### src/rtl/mul_arbiter_pkg.sv
// ---------------------------------------------------------------------------
// mul_arbiter_pkg
// Shared definitions for the multiplier arbiter slice:
//   - arb_state_e : 2-bit FSM state encoding (IDLE, ISSUE, WAIT, RESP)
//   - DEF_SIZE / DEF_N_REQ / DEF_TIMEOUT : default parameter values
//   - rr_wrap()   : single-step modulo used for round-robin index arithmetic
// ---------------------------------------------------------------------------
package mul_arbiter_pkg;

    typedef enum logic [1:0] {
        IDLE  = 2'd0,
        ISSUE = 2'd1,
        WAIT  = 2'd2,
        RESP  = 2'd3
    } arb_state_e;

    localparam int DEF_SIZE    = 4;
    localparam int DEF_N_REQ   = 4;
    localparam int DEF_TIMEOUT = 64;

    // Callers only ever pass v < 2*n (index + offset, both below n), so a
    // single conditional subtraction is a full modulo here.
    function automatic int rr_wrap(input int v, input int n);
        return (v >= n) ? (v - n) : v;
    endfunction

endpackage

### src/rtl/mul_arbiter_if.sv
// ---------------------------------------------------------------------------
// mul_arbiter_if
// Bundles the requester-side and multiplier-side signals of mul_arbiter.
//   Requester side : req, op_a, op_b (flattened, requester i at [i*Size +: Size])
//                    grant, done, result, err, busy
//   Multiplier side: start_mult, mul_a, mul_b, mult_done, mult_result
// Modports:
//   slave  - used by the arbiter itself
//   master - used by whatever surrounds it (requesters + multiplier)
// ---------------------------------------------------------------------------
interface mul_arbiter_if
    import mul_arbiter_pkg::*;
#(
    parameter int Size  = DEF_SIZE,
    parameter int N_REQ = DEF_N_REQ
);

    logic [N_REQ-1:0]      req;
    logic [N_REQ*Size-1:0] op_a;
    logic [N_REQ*Size-1:0] op_b;
    logic [N_REQ-1:0]      grant;
    logic                  start_mult;
    logic [Size-1:0]       mul_a;
    logic [Size-1:0]       mul_b;
    logic                  mult_done;
    logic [2*Size-1:0]     mult_result;
    logic [N_REQ-1:0]      done;
    logic [2*Size-1:0]     result;
    logic                  err;
    logic                  busy;

    modport slave (
        input  req, op_a, op_b, mult_done, mult_result,
        output grant, start_mult, mul_a, mul_b, done, result, err, busy
    );

    modport master (
        output req, op_a, op_b, mult_done, mult_result,
        input  grant, start_mult, mul_a, mul_b, done, result, err, busy
    );

endinterface

### src/rtl/rr_select.sv
// ---------------------------------------------------------------------------
// rr_select
// Combinational round-robin selector. Searches req starting at index ptr,
// wrapping past N_REQ-1 back to 0, and returns the first set bit.
//   req     : request vector
//   ptr     : index with highest priority this round
//   winner  : one-hot winner, all-zero when req is zero
//   win_idx : binary index of the winner (don't-care when req is zero)
// ---------------------------------------------------------------------------
module rr_select
    import mul_arbiter_pkg::*;
#(
    parameter int N_REQ = DEF_N_REQ,
    parameter int IDX_W = $clog2(N_REQ)
) (
    input  logic [N_REQ-1:0] req,
    input  logic [IDX_W-1:0] ptr,
    output logic [N_REQ-1:0] winner,
    output logic [IDX_W-1:0] win_idx
);

    // rot_req[k] is the request of the requester k positions after ptr, so a
    // plain fixed-priority search over rot_req implements the rotation.
    logic [N_REQ-1:0] rot_req;

    for (genvar gi = 0; gi < N_REQ; gi++) begin : g_rot
        assign rot_req[gi] = req[IDX_W'(rr_wrap(int'(ptr) + gi, N_REQ))];
    end

    logic             found;
    logic [IDX_W-1:0] offset;

    always_comb begin
        found  = 1'b0;
        offset = '0;
        for (int k = 0; k < N_REQ; k++) begin
            if (!found && rot_req[k]) begin
                found  = 1'b1;
                offset = IDX_W'(k);
            end
        end
        win_idx = IDX_W'(rr_wrap(int'(ptr) + int'(offset), N_REQ));
        winner  = '0;
        if (found) begin
            winner[win_idx] = 1'b1;
        end
    end

endmodule

### src/rtl/mul_arbiter.sv
// ---------------------------------------------------------------------------
// mul_arbiter
// Shares one external multiplier between N_REQ requesters.
//   clk       : rising-edge clock
//   rst_async : asynchronous active-low reset
//   bus       : mul_arbiter_if.slave
//               in : req, op_a, op_b, mult_done, mult_result
//               out: grant, start_mult, mul_a, mul_b, done, result, err, busy
// Operation: IDLE picks a winner round-robin and latches its operands,
// ISSUE pulses start_mult, WAIT waits for mult_done (bounded by TIMEOUT
// cycles), RESP pulses done to the owner and advances the pointer past it.
// All outputs come straight from registers.
// ---------------------------------------------------------------------------
module mul_arbiter
    import mul_arbiter_pkg::*;
#(
    parameter int Size    = DEF_SIZE,
    parameter int N_REQ   = DEF_N_REQ,
    parameter int TIMEOUT = DEF_TIMEOUT
) (
    input  logic          clk,
    input  logic          rst_async,
    mul_arbiter_if.slave  bus
);

    localparam int IDX_W = $clog2(N_REQ);
    localparam int CNT_W = $clog2(TIMEOUT + 1);
    localparam logic [CNT_W-1:0] CNT_LAST = CNT_W'(TIMEOUT - 1);

    // Unflatten operands so the winner's pair is a simple array lookup.
    logic [Size-1:0] op_a_arr [N_REQ];
    logic [Size-1:0] op_b_arr [N_REQ];

    for (genvar gi = 0; gi < N_REQ; gi++) begin : g_ops
        assign op_a_arr[gi] = bus.op_a[gi*Size +: Size];
        assign op_b_arr[gi] = bus.op_b[gi*Size +: Size];
    end

    arb_state_e        state_reg,  state_next;
    logic [IDX_W-1:0]  ptr_reg,    ptr_next;
    logic [IDX_W-1:0]  owner_reg,  owner_next;
    logic [CNT_W-1:0]  cnt_reg,    cnt_next;
    logic [N_REQ-1:0]  grant_reg,  grant_next;
    logic [N_REQ-1:0]  done_reg,   done_next;
    logic              start_reg,  start_next;
    logic [Size-1:0]   mul_a_reg,  mul_a_next;
    logic [Size-1:0]   mul_b_reg,  mul_b_next;
    logic [2*Size-1:0] result_reg, result_next;
    logic              err_reg,    err_next;
    logic              busy_reg,   busy_next;

    logic [N_REQ-1:0]  winner;
    logic [IDX_W-1:0]  win_idx;

    rr_select #(
        .N_REQ (N_REQ),
        .IDX_W (IDX_W)
    ) u_rr_select (
        .req     (bus.req),
        .ptr     (ptr_reg),
        .winner  (winner),
        .win_idx (win_idx)
    );

    always_ff @(posedge clk or negedge rst_async) begin
        if (!rst_async) begin
            state_reg  <= IDLE;
            ptr_reg    <= '0;
            owner_reg  <= '0;
            cnt_reg    <= '0;
            grant_reg  <= '0;
            done_reg   <= '0;
            start_reg  <= 1'b0;
            mul_a_reg  <= '0;
            mul_b_reg  <= '0;
            result_reg <= '0;
            err_reg    <= 1'b0;
            busy_reg   <= 1'b0;
        end else begin
            state_reg  <= state_next;
            ptr_reg    <= ptr_next;
            owner_reg  <= owner_next;
            cnt_reg    <= cnt_next;
            grant_reg  <= grant_next;
            done_reg   <= done_next;
            start_reg  <= start_next;
            mul_a_reg  <= mul_a_next;
            mul_b_reg  <= mul_b_next;
            result_reg <= result_next;
            err_reg    <= err_next;
            busy_reg   <= busy_next;
        end
    end

    always_comb begin
        state_next  = state_reg;
        ptr_next    = ptr_reg;
        owner_next  = owner_reg;
        cnt_next    = cnt_reg;
        grant_next  = grant_reg;
        done_next   = '0;
        start_next  = 1'b0;
        mul_a_next  = mul_a_reg;
        mul_b_next  = mul_b_reg;
        result_next = result_reg;
        err_next    = err_reg;

        unique case (state_reg)
            IDLE: begin
                if (|bus.req) begin
                    grant_next = winner;
                    owner_next = win_idx;
                    mul_a_next = op_a_arr[win_idx];
                    mul_b_next = op_b_arr[win_idx];
                    // Registered here so the pulse lines up with the ISSUE state.
                    start_next = 1'b1;
                    state_next = ISSUE;
                end
            end

            ISSUE: begin
                cnt_next   = '0;
                state_next = WAIT;
            end

            WAIT: begin
                // A completion on the final allowed cycle still counts as a
                // success rather than a timeout.
                if (bus.mult_done) begin
                    result_next = bus.mult_result;
                    err_next    = 1'b0;
                    done_next   = grant_reg;
                    state_next  = RESP;
                end else if (cnt_reg == CNT_LAST) begin
                    result_next = '0;
                    err_next    = 1'b1;
                    done_next   = grant_reg;
                    state_next  = RESP;
                end else begin
                    cnt_next = cnt_reg + CNT_W'(1);
                end
            end

            RESP: begin
                grant_next = '0;
                cnt_next   = '0;
                ptr_next   = IDX_W'(rr_wrap(int'(owner_reg) + 1, N_REQ));
                state_next = IDLE;
            end

            default: begin
                state_next = IDLE;
            end
        endcase

        busy_next = (state_next != IDLE);
    end

    assign bus.grant      = grant_reg;
    assign bus.done       = done_reg;
    assign bus.start_mult = start_reg;
    assign bus.mul_a      = mul_a_reg;
    assign bus.mul_b      = mul_b_reg;
    assign bus.result     = result_reg;
    assign bus.err        = err_reg;
    assign bus.busy       = busy_reg;

endmodule

### src/flat_wrapper.sv
// flat-port wrapper written by rule: the top's interface ports become plain ports
module mul_arbiter_flat import mul_arbiter_pkg::*;
#(
    parameter int Size    = DEF_SIZE,
    parameter int N_REQ   = DEF_N_REQ,
    parameter int TIMEOUT = DEF_TIMEOUT
)
  (clk, rst_async, bus_req, bus_op_a, bus_op_b, bus_mult_done, bus_mult_result, bus_grant, bus_start_mult, bus_mul_a, bus_mul_b, bus_done, bus_result, bus_err, bus_busy);
  mul_arbiter_if #(.Size(Size), .N_REQ(N_REQ)) bus_i ();
  input  logic clk;
  input  logic rst_async;
  input wire logic [$bits(bus_i.req)-1:0] bus_req;
  input wire logic [$bits(bus_i.op_a)-1:0] bus_op_a;
  input wire logic [$bits(bus_i.op_b)-1:0] bus_op_b;
  input wire logic [$bits(bus_i.mult_done)-1:0] bus_mult_done;
  input wire logic [$bits(bus_i.mult_result)-1:0] bus_mult_result;
  output wire logic [$bits(bus_i.grant)-1:0] bus_grant;
  output wire logic [$bits(bus_i.start_mult)-1:0] bus_start_mult;
  output wire logic [$bits(bus_i.mul_a)-1:0] bus_mul_a;
  output wire logic [$bits(bus_i.mul_b)-1:0] bus_mul_b;
  output wire logic [$bits(bus_i.done)-1:0] bus_done;
  output wire logic [$bits(bus_i.result)-1:0] bus_result;
  output wire logic [$bits(bus_i.err)-1:0] bus_err;
  output wire logic [$bits(bus_i.busy)-1:0] bus_busy;
  assign bus_i.req = bus_req;
  assign bus_i.op_a = bus_op_a;
  assign bus_i.op_b = bus_op_b;
  assign bus_i.mult_done = bus_mult_done;
  assign bus_i.mult_result = bus_mult_result;
  assign bus_grant = bus_i.grant;
  assign bus_start_mult = bus_i.start_mult;
  assign bus_mul_a = bus_i.mul_a;
  assign bus_mul_b = bus_i.mul_b;
  assign bus_done = bus_i.done;
  assign bus_result = bus_i.result;
  assign bus_err = bus_i.err;
  assign bus_busy = bus_i.busy;
  mul_arbiter #(.Size(Size), .N_REQ(N_REQ), .TIMEOUT(TIMEOUT)) u_core (.clk(clk), .rst_async(rst_async), .bus(bus_i));
endmodule
### config.mk
export PLATFORM = sky130hd
export DESIGN_NAME = mul_arbiter_flat
export DESIGN_NICKNAME = d
export VERILOG_FILES = /design/src/rtl/mul_arbiter_pkg.sv /design/src/rtl/mul_arbiter_if.sv /design/src/rtl/rr_select.sv /design/src/rtl/mul_arbiter.sv /design/src/flat_wrapper.sv
export SDC_FILE = /design/constraint.sdc
export NUM_CORES = 1
export LEC_CHECK = 0
export BUFFER_PORTS_ARGS = -buffer_cell sky130_fd_sc_hd__buf_2
export CORE_MARGIN = 4
export CORE_UTILIZATION = 45
export CTS_CLUSTER_SIZE = 25
export DETAILED_ROUTE_END_ITERATION = 12
export PLACE_DENSITY_LB_ADDON = 0.1
export SYNTH_ARGS = -nofsm -noshare
export SYNTH_HDL_FRONTEND = slang
export SYNTH_SLANG_ARGS = --single-unit
export TNS_END_PERCENT = 30
### constraint.sdc
create_clock -name clk -period 6.9 [get_ports clk]
set_clock_uncertainty 0.1 [all_clocks]
set_input_delay 0.69 -clock clk [delete_from_list [all_inputs] [get_ports clk]]
set_output_delay 0.69 -clock clk [all_outputs]
set_load 0.1 [all_outputs]
# --- Word-level counts from Yosys, hierarchy flattened ---
# Cells that the tools add are included.
word_totals:
  reg_bits: 40
  input_bits: 47
  output_inout_bits: 27
  elab_cells: 115
classes:
  n_addsub: 12
  order_cmp: 13
  eq_ne: 7
  mux: 52
  bitwise: 1
  n_reduce_logical: 18
ops:
  columns: ["cell", "n"]
  rows:
  - ["2-to-1 mux 4 bit", 9]
  - ["2-to-1 mux 2 bit", 11]
  - ["greater-or-equal comparator 3 bit, second input constant", 6]
  - ["2-to-1 mux 1 bit", 18]
  - ["binary-select mux 4 bit (select 2 bit)", 2]
  - ["less-than comparator 2 x 4 -> 1 bit, second input constant", 4]
  - ["2-to-1 mux 8 bit", 2]
  - ["2-to-1 mux 7 bit", 2]
  - ["one-hot mux 7 bit (2 select lines)", 1]
  - ["subtractor 2 x 1 -> 2 bit, second input constant", 6]
  - ["binary-select mux 1 bit (select 2 bit)", 4]
  - ["one-hot mux 2 bit (4 select lines)", 1]
  - ["one-hot mux 4 bit (2 select lines)", 1]
  - ["nonzero test 2 bit", 4]
  - ["adder 7 x 1 -> 7 bit, second input constant", 1]
  - ["== test 7 x 6 -> 1 bit, second input constant", 1]
  - ["adder 2 x 1 -> 3 bit, second input constant", 2]
  - ["adder 2 x 2 -> 3 bit, second input constant", 2]
  - ["AND reduction 2 bit", 3]
  - ["== test 2 bit, second input constant", 2]
  - ["logical AND 1 bit", 4]
  - ["!= test 2 bit, second input constant", 2]
  - ["OR reduction 4 bit", 1]
  - ["adder 2 x 2 -> 3 bit", 1]
  - ["11 further kinds", 13]

# --- Logic depth before layout (Yosys ltp) ---
depth:
  ltp_word: 25
  ltp_mapped: 13
  mapped_depth_nobuf: 10

# --- Hierarchy ---
# A second synthesis with hierarchy kept.
unflattened:
  hier_cells: 185
  hier_area_um2: 2193.4
by_module_without_submodules:
  columns: ["mod", "n_inst", "cells_each", "area_per_inst_um2", "seq_area_each_um2"]
  rows:
  - ["mul_arbiter", 1, 146, 1921.8, 1001.0]
  - ["rr_select", 1, 39, 271.5, 0.0]

# --- Worst setup path before layout ---
# Ideal clock, no wire load.
synth_timing:
  path_type: "input -> register"
  start: "input bus_req[2]"
  end: "register u_core.mul_a_reg[3] (netlist: u_core.bus.mul_a[3])"
  setup_ns: 0.126
  arrival_time_ns: 2.788
  t_required_ns: 6.674
  path_slack_ns: 3.886
  stages: 12
  path_buffers: 3
  path_cell_list: "buf_2 nand2_1 a21oi_1 nor2_1 a211oi_1 a21oi_1 ha_1 buf_2 buf_1 mux2i_1 nor4_1 a221o_1"
synth_via:
  elab_chain_cells: 20
  word_cells_on_any_way: 34
  cone_classes: "add/sub: 2; order compare: 1; mux: 22; bitwise: 1; reduce/logical: 8"
synth_lines:
  columns: ["element", "line_no", "text"]
  rows:
  - ["from (decl)", "flat_wrapper.sv:12", "input wire logic [$bits(bus_i.req)-1:0] bus_req;"]
  - ["binary-select mux 1 bit (select 2 bit)", "rr_select.sv:27", "assign rot_req[gi] = req[IDX_W'(rr_wrap(int'(ptr) + gi, N_REQ))];"]
  - ["2-to-1 mux 1 bit (implied by the code) (2 in series)", "rr_select.sv:27", null]
  - ["2-to-1 mux 1 bit", "rr_select.sv:37", "if (!found && rot_req[k]) begin"]
  - ["logical NOT 1 bit", "rr_select.sv:37", null]
  - ["logical AND 1 bit", "rr_select.sv:37", null]
  - ["2-to-1 mux 1 bit", "rr_select.sv:37", null]
  - ["logical NOT 1 bit", "rr_select.sv:37", null]
  - ["logical AND 1 bit", "rr_select.sv:37", null]
  - ["[... 3 more ...]", null, null]
  - ["2-to-1 mux 2 bit *", "rr_select.sv:37", null]
  - ["adder 2 x 2 -> 3 bit *", "rr_select.sv:42", "win_idx = IDX_W'(rr_wrap(int'(ptr) + int'(offset), N_REQ));"]
  - ["greater-or-equal comparator 3 bit / subtractor 2 x 1 -> 2 bit (equally long branches)", "mul_arbiter_pkg.sv:24", "return (v >= n) ? (v - n) : v;"]
  - ["2-to-1 mux 2 bit *", "mul_arbiter_pkg.sv:24", null]
  - ["named net u_core.u_rr_select.win_idx[0]", "rr_select.sv:19", "output logic [IDX_W-1:0] win_idx"]
  - ["NOT 2 -> 3 bit (implied by the code) *", "mul_arbiter.sv:113", "mul_a_next = op_a_arr[win_idx];"]
  - ["binary-select mux 4 bit (select 2 bit) *", "mul_arbiter.sv:113", null]
  - ["2-to-1 mux 4 bit (implied by the code) * (2 in series)", "mul_arbiter.sv:113", null]
  - ["to (signal assigned)", "mul_arbiter.sv:87", "mul_a_reg <= mul_a_next;"]
  - ["to (decl)", "mul_arbiter.sv:46", "logic [Size-1:0] mul_a_reg, mul_a_next;"]
# The timed path passes the listed nets; every way through them passes the cells marked *. The select of a mux whose other input is x is not followed.
# A chain may end at the register's enable or synchronous reset.

# --- Worst setup path in the final report ---
layout_timing:
  start: "register u_core.ptr_reg[1]"
  end: "register u_core.mul_b_reg[1] (netlist: u_core.bus.mul_b[1])"
layout_via:
  elab_chain_cells: 22
  word_cells_on_any_way: 47
  cone_classes: "add/sub: 9; order compare: 5; mux: 26; bitwise: 1; reduce/logical: 6"
layout_lines:
  columns: ["element", "line_no", "text"]
  rows:
  - ["from (decl)", "mul_arbiter.sv:40", "logic [IDX_W-1:0] ptr_reg, ptr_next;"]
  - ["from (signal assigned)", "mul_arbiter.sv:81", "ptr_reg <= ptr_next;"]
  - ["parallel branches: the longest is 15 deep, another holds adder 2 x 1 -> 3 bit", null, null]
  - ["adder 2 x 2 -> 3 bit *", "rr_select.sv:42", null]
  - ["greater-or-equal comparator 3 bit / subtractor 2 x 1 -> 2 bit (equally long branches)", "mul_arbiter_pkg.sv:24", null]
  - ["2-to-1 mux 2 bit *", "mul_arbiter_pkg.sv:24", null]
  - ["named net u_core.u_rr_select.win_idx[0]", "rr_select.sv:19", null]
  - ["NOT 2 -> 3 bit (implied by the code) *", "mul_arbiter.sv:114", "mul_b_next = op_b_arr[win_idx];"]
  - ["binary-select mux 4 bit (select 2 bit) *", "mul_arbiter.sv:114", null]
  - ["2-to-1 mux 4 bit (implied by the code) * (2 in series)", "mul_arbiter.sv:114", null]
  - ["to (signal assigned)", "mul_arbiter.sv:88", "mul_b_reg <= mul_b_next;"]
  - ["to (decl)", "mul_arbiter.sv:47", "logic [Size-1:0] mul_b_reg, mul_b_next;"]
# Mark *: on every way through the listed nets, which the timed path passes. The select of a mux whose other input is x is not followed.

==> reports/results.ini <==
[synth]
post_synth_num_cell_types = 35
synth_edf_count = 0
syn_nets = 245
ys_async_sr_fraction_pct = 100.0
synth_top_flop_cell = dfrtp_1
syn_area_um2 = 2038
ys_seq_area_share_pct = 49.11
ys_seq_elements = 40
ys_warn_count = 0
avgSynthCellArea_um2 = 10.40
netlist_instances = 196

[clock_network]
clk_latency_ns = 0.29
clk_pin_slew_ns = 0.08
clockRootBuffer = clkbuf_8
postCtsSetupRepairBufs = 0
cts_buffer_depth = 2
cts.sinks = 40
cts_tree = yes
cts_buffers = 5
post_cts_resized = 0
cts_hold_buf = 0
h-tree-depth = 2

[final_layout]
n_antenna_cell = 0
seqCellArea_um2 = 1001
num-nets-final = 313
final_cell_mix = buf_2 (73), dfrtp_1 (40), nor2_1 (27)
synthToLayoutAreaGrowth_pct = 24.19
drive_gt1_share_pct = 34.72
fillCellCount = 398
fin_area_um2 = 2531
multi_input_area_um2 = 944.7
final_common_cell = buf_2
largest_reg_flops = 8

[global_route]
top_usage_layer = met2
grtUsageMet2_pct = 26.08
antenna_found_initial = 0
met3_usage_pct = 4.749
track_usage_pct = 15.41
first_global_vias = 1473
globalRouteMet1Util_pct = 18.90
grt_max_degree = 41
grt_pass1_wl_mm = 6.679
grt_overflow = 0

[timing]
holdWs_ns = 0.4050
setup_violations = 0
tns_ns = 0
worst_slew_pin_slew_ns = 0.9320
setup_ws_ns = 4.051
max_slew_margin_pct = 37.45
max_freq_mhz = 351.0
finalMaxSlewViolations = 0
period_minus_slack_ns = 2.849
finalCritPeriodShare_pct = 41.29
rsz0062_at_grt = no
hold_violations = 0

[worst_setup_path]
crit_type = reg2reg
critical_path.max_stage_delay_ns = 0.84
crit_arrival_ns = 2.93
start_kind = register
critical_path.cell_chain = nand2_1 -> a21oi_1 -> nor2_1 -> a211oi_1 -> a21oi_1 -> ha_1 -> mux2i_1 -> nor2_1 -> a221o_1
crit_family = adder cells
path_buf_inv = 0
cp_slowest_cell = ha_1
required_ns = 6.98
end_kind = register
crit_fanout = 18

[route]
firstDrtPassIters = 4
routed_wl_mm = 4.211
vias = 1655
vias_per_cell = 5.221
ant_nets = 0
drt_iter0_drc = 53
drc = 0
wl_per_cell_um = 13.28

[status]
status = completed

[worst_hold_path]
hp-class = in2async

[floorplan]
rows = 24
top_level_ports = 74
initial_core_util_pct = 46.49
fp.dieW_um = 75.30
core_area_um2 = 4384
dieHeight_um = 75.30
die_area_um2 = 5670

[placement]
placed_area_um2 = 2410
post-dp-hpwl_mm = 2.988
port_buffers = 73
place_ws_ns = 3.723
gp_congestion = 0.7711

[run]
drv_cap = 0

cell families (layout without fill, tap and decap cells):
family | count (synthesis) | in the layout | share of synthesized area, %
buf+inv | 20 | 89 | 5.094
compound gates | 40 | 40 | 15.53
simple gates | 70 | 70 | 17.68
mux | 17 | 17 | 8.349
xor+xnor | 7 | 7 | 3.008
flops | 40 | 40 | 49.11
fa+ha+maj | 2 | 2 | 1.228
worst register-to-register path, stage by stage (launching register included):
cell      delay [ns]
dfrtp_1         0.57
nand2_1         0.09
a21oi_1         0.14
nor2_1          0.05
a211oi_1        0.22
a21oi_1         0.07
ha_1            0.84
mux2i_1         0.28
nor2_1          0.06
a221o_1         0.32
area by class of cell:
type	instances	area share (%)
timing repair buffer	74	14.73
tap	52	2.570
clock buffer	6	3.262
sequential	40	39.55
multi-input combinational	136	37.32
clock inverter	2	1.532
inverter	7	1.038
worst paths after layout:
path / endpoint / slack, ns / from / depth (start not counted)
min in group clk: u_core.bus.result[3] / 0.41 / u_core.bus.result[3] / 1
hold / removal: u_core.cnt_reg[3] / 0.41 / rst_async / 1
setup reg to reg: u_core.bus.mul_b[1] / 4.05 / u_core.ptr_reg[1] / 9
setup / recovery: u_core.bus.mul_b[1] / 4.05 / u_core.ptr_reg[1] / 9
max in group asynchronous: u_core.bus.result[5] / 5.76 / rst_async / 1
hold reg to reg: u_core.bus.result[3] / 0.41 / u_core.bus.result[3] / 1
cell usage after synthesis, types with 3 or more instances:
cell,count,area share [%]
nor4_1,8,2.5
buf_2,5,1.2
a21oi_1,7,1.7
a221o_1,8,3.9
nor2b_1,5,1.5
nand3_1,4,0.98
o21ai_0,4,0.98
a22o_1,8,3.4
mux2i_1,17,8.3
clkbuf_1,4,0.74
nor2_1,27,5.0
nor3_1,3,0.74
inv_1,6,1.1
nand2_1,12,2.2
nor3b_2,3,1.8
o21ai_1,5,1.2
dfrtp_1,40,49
xnor2_1,5,2.1
buf_6,3,1.7
per-stage QoR:
stage / std cells / util, %
after floorplan: 196 / -
after global placement: 309 / 54.97
after detailed placement: 309 / 54.97
after CTS: 317 / 57.73
after global routing: 317 / 57.73
final: 317 / 57.73
routing by layer:
metal / part of all wire [%] / vias up
met5: 0 / -
met3: 8.3 / 6
li1: - / 835
met4: 1.1 / 0
met2: 46 / 58
met1: 44 / 756
Power is left out: the tool's default activity adds up to more than one toggle a clock period on the data nets, which glitch-free logic cannot reach.
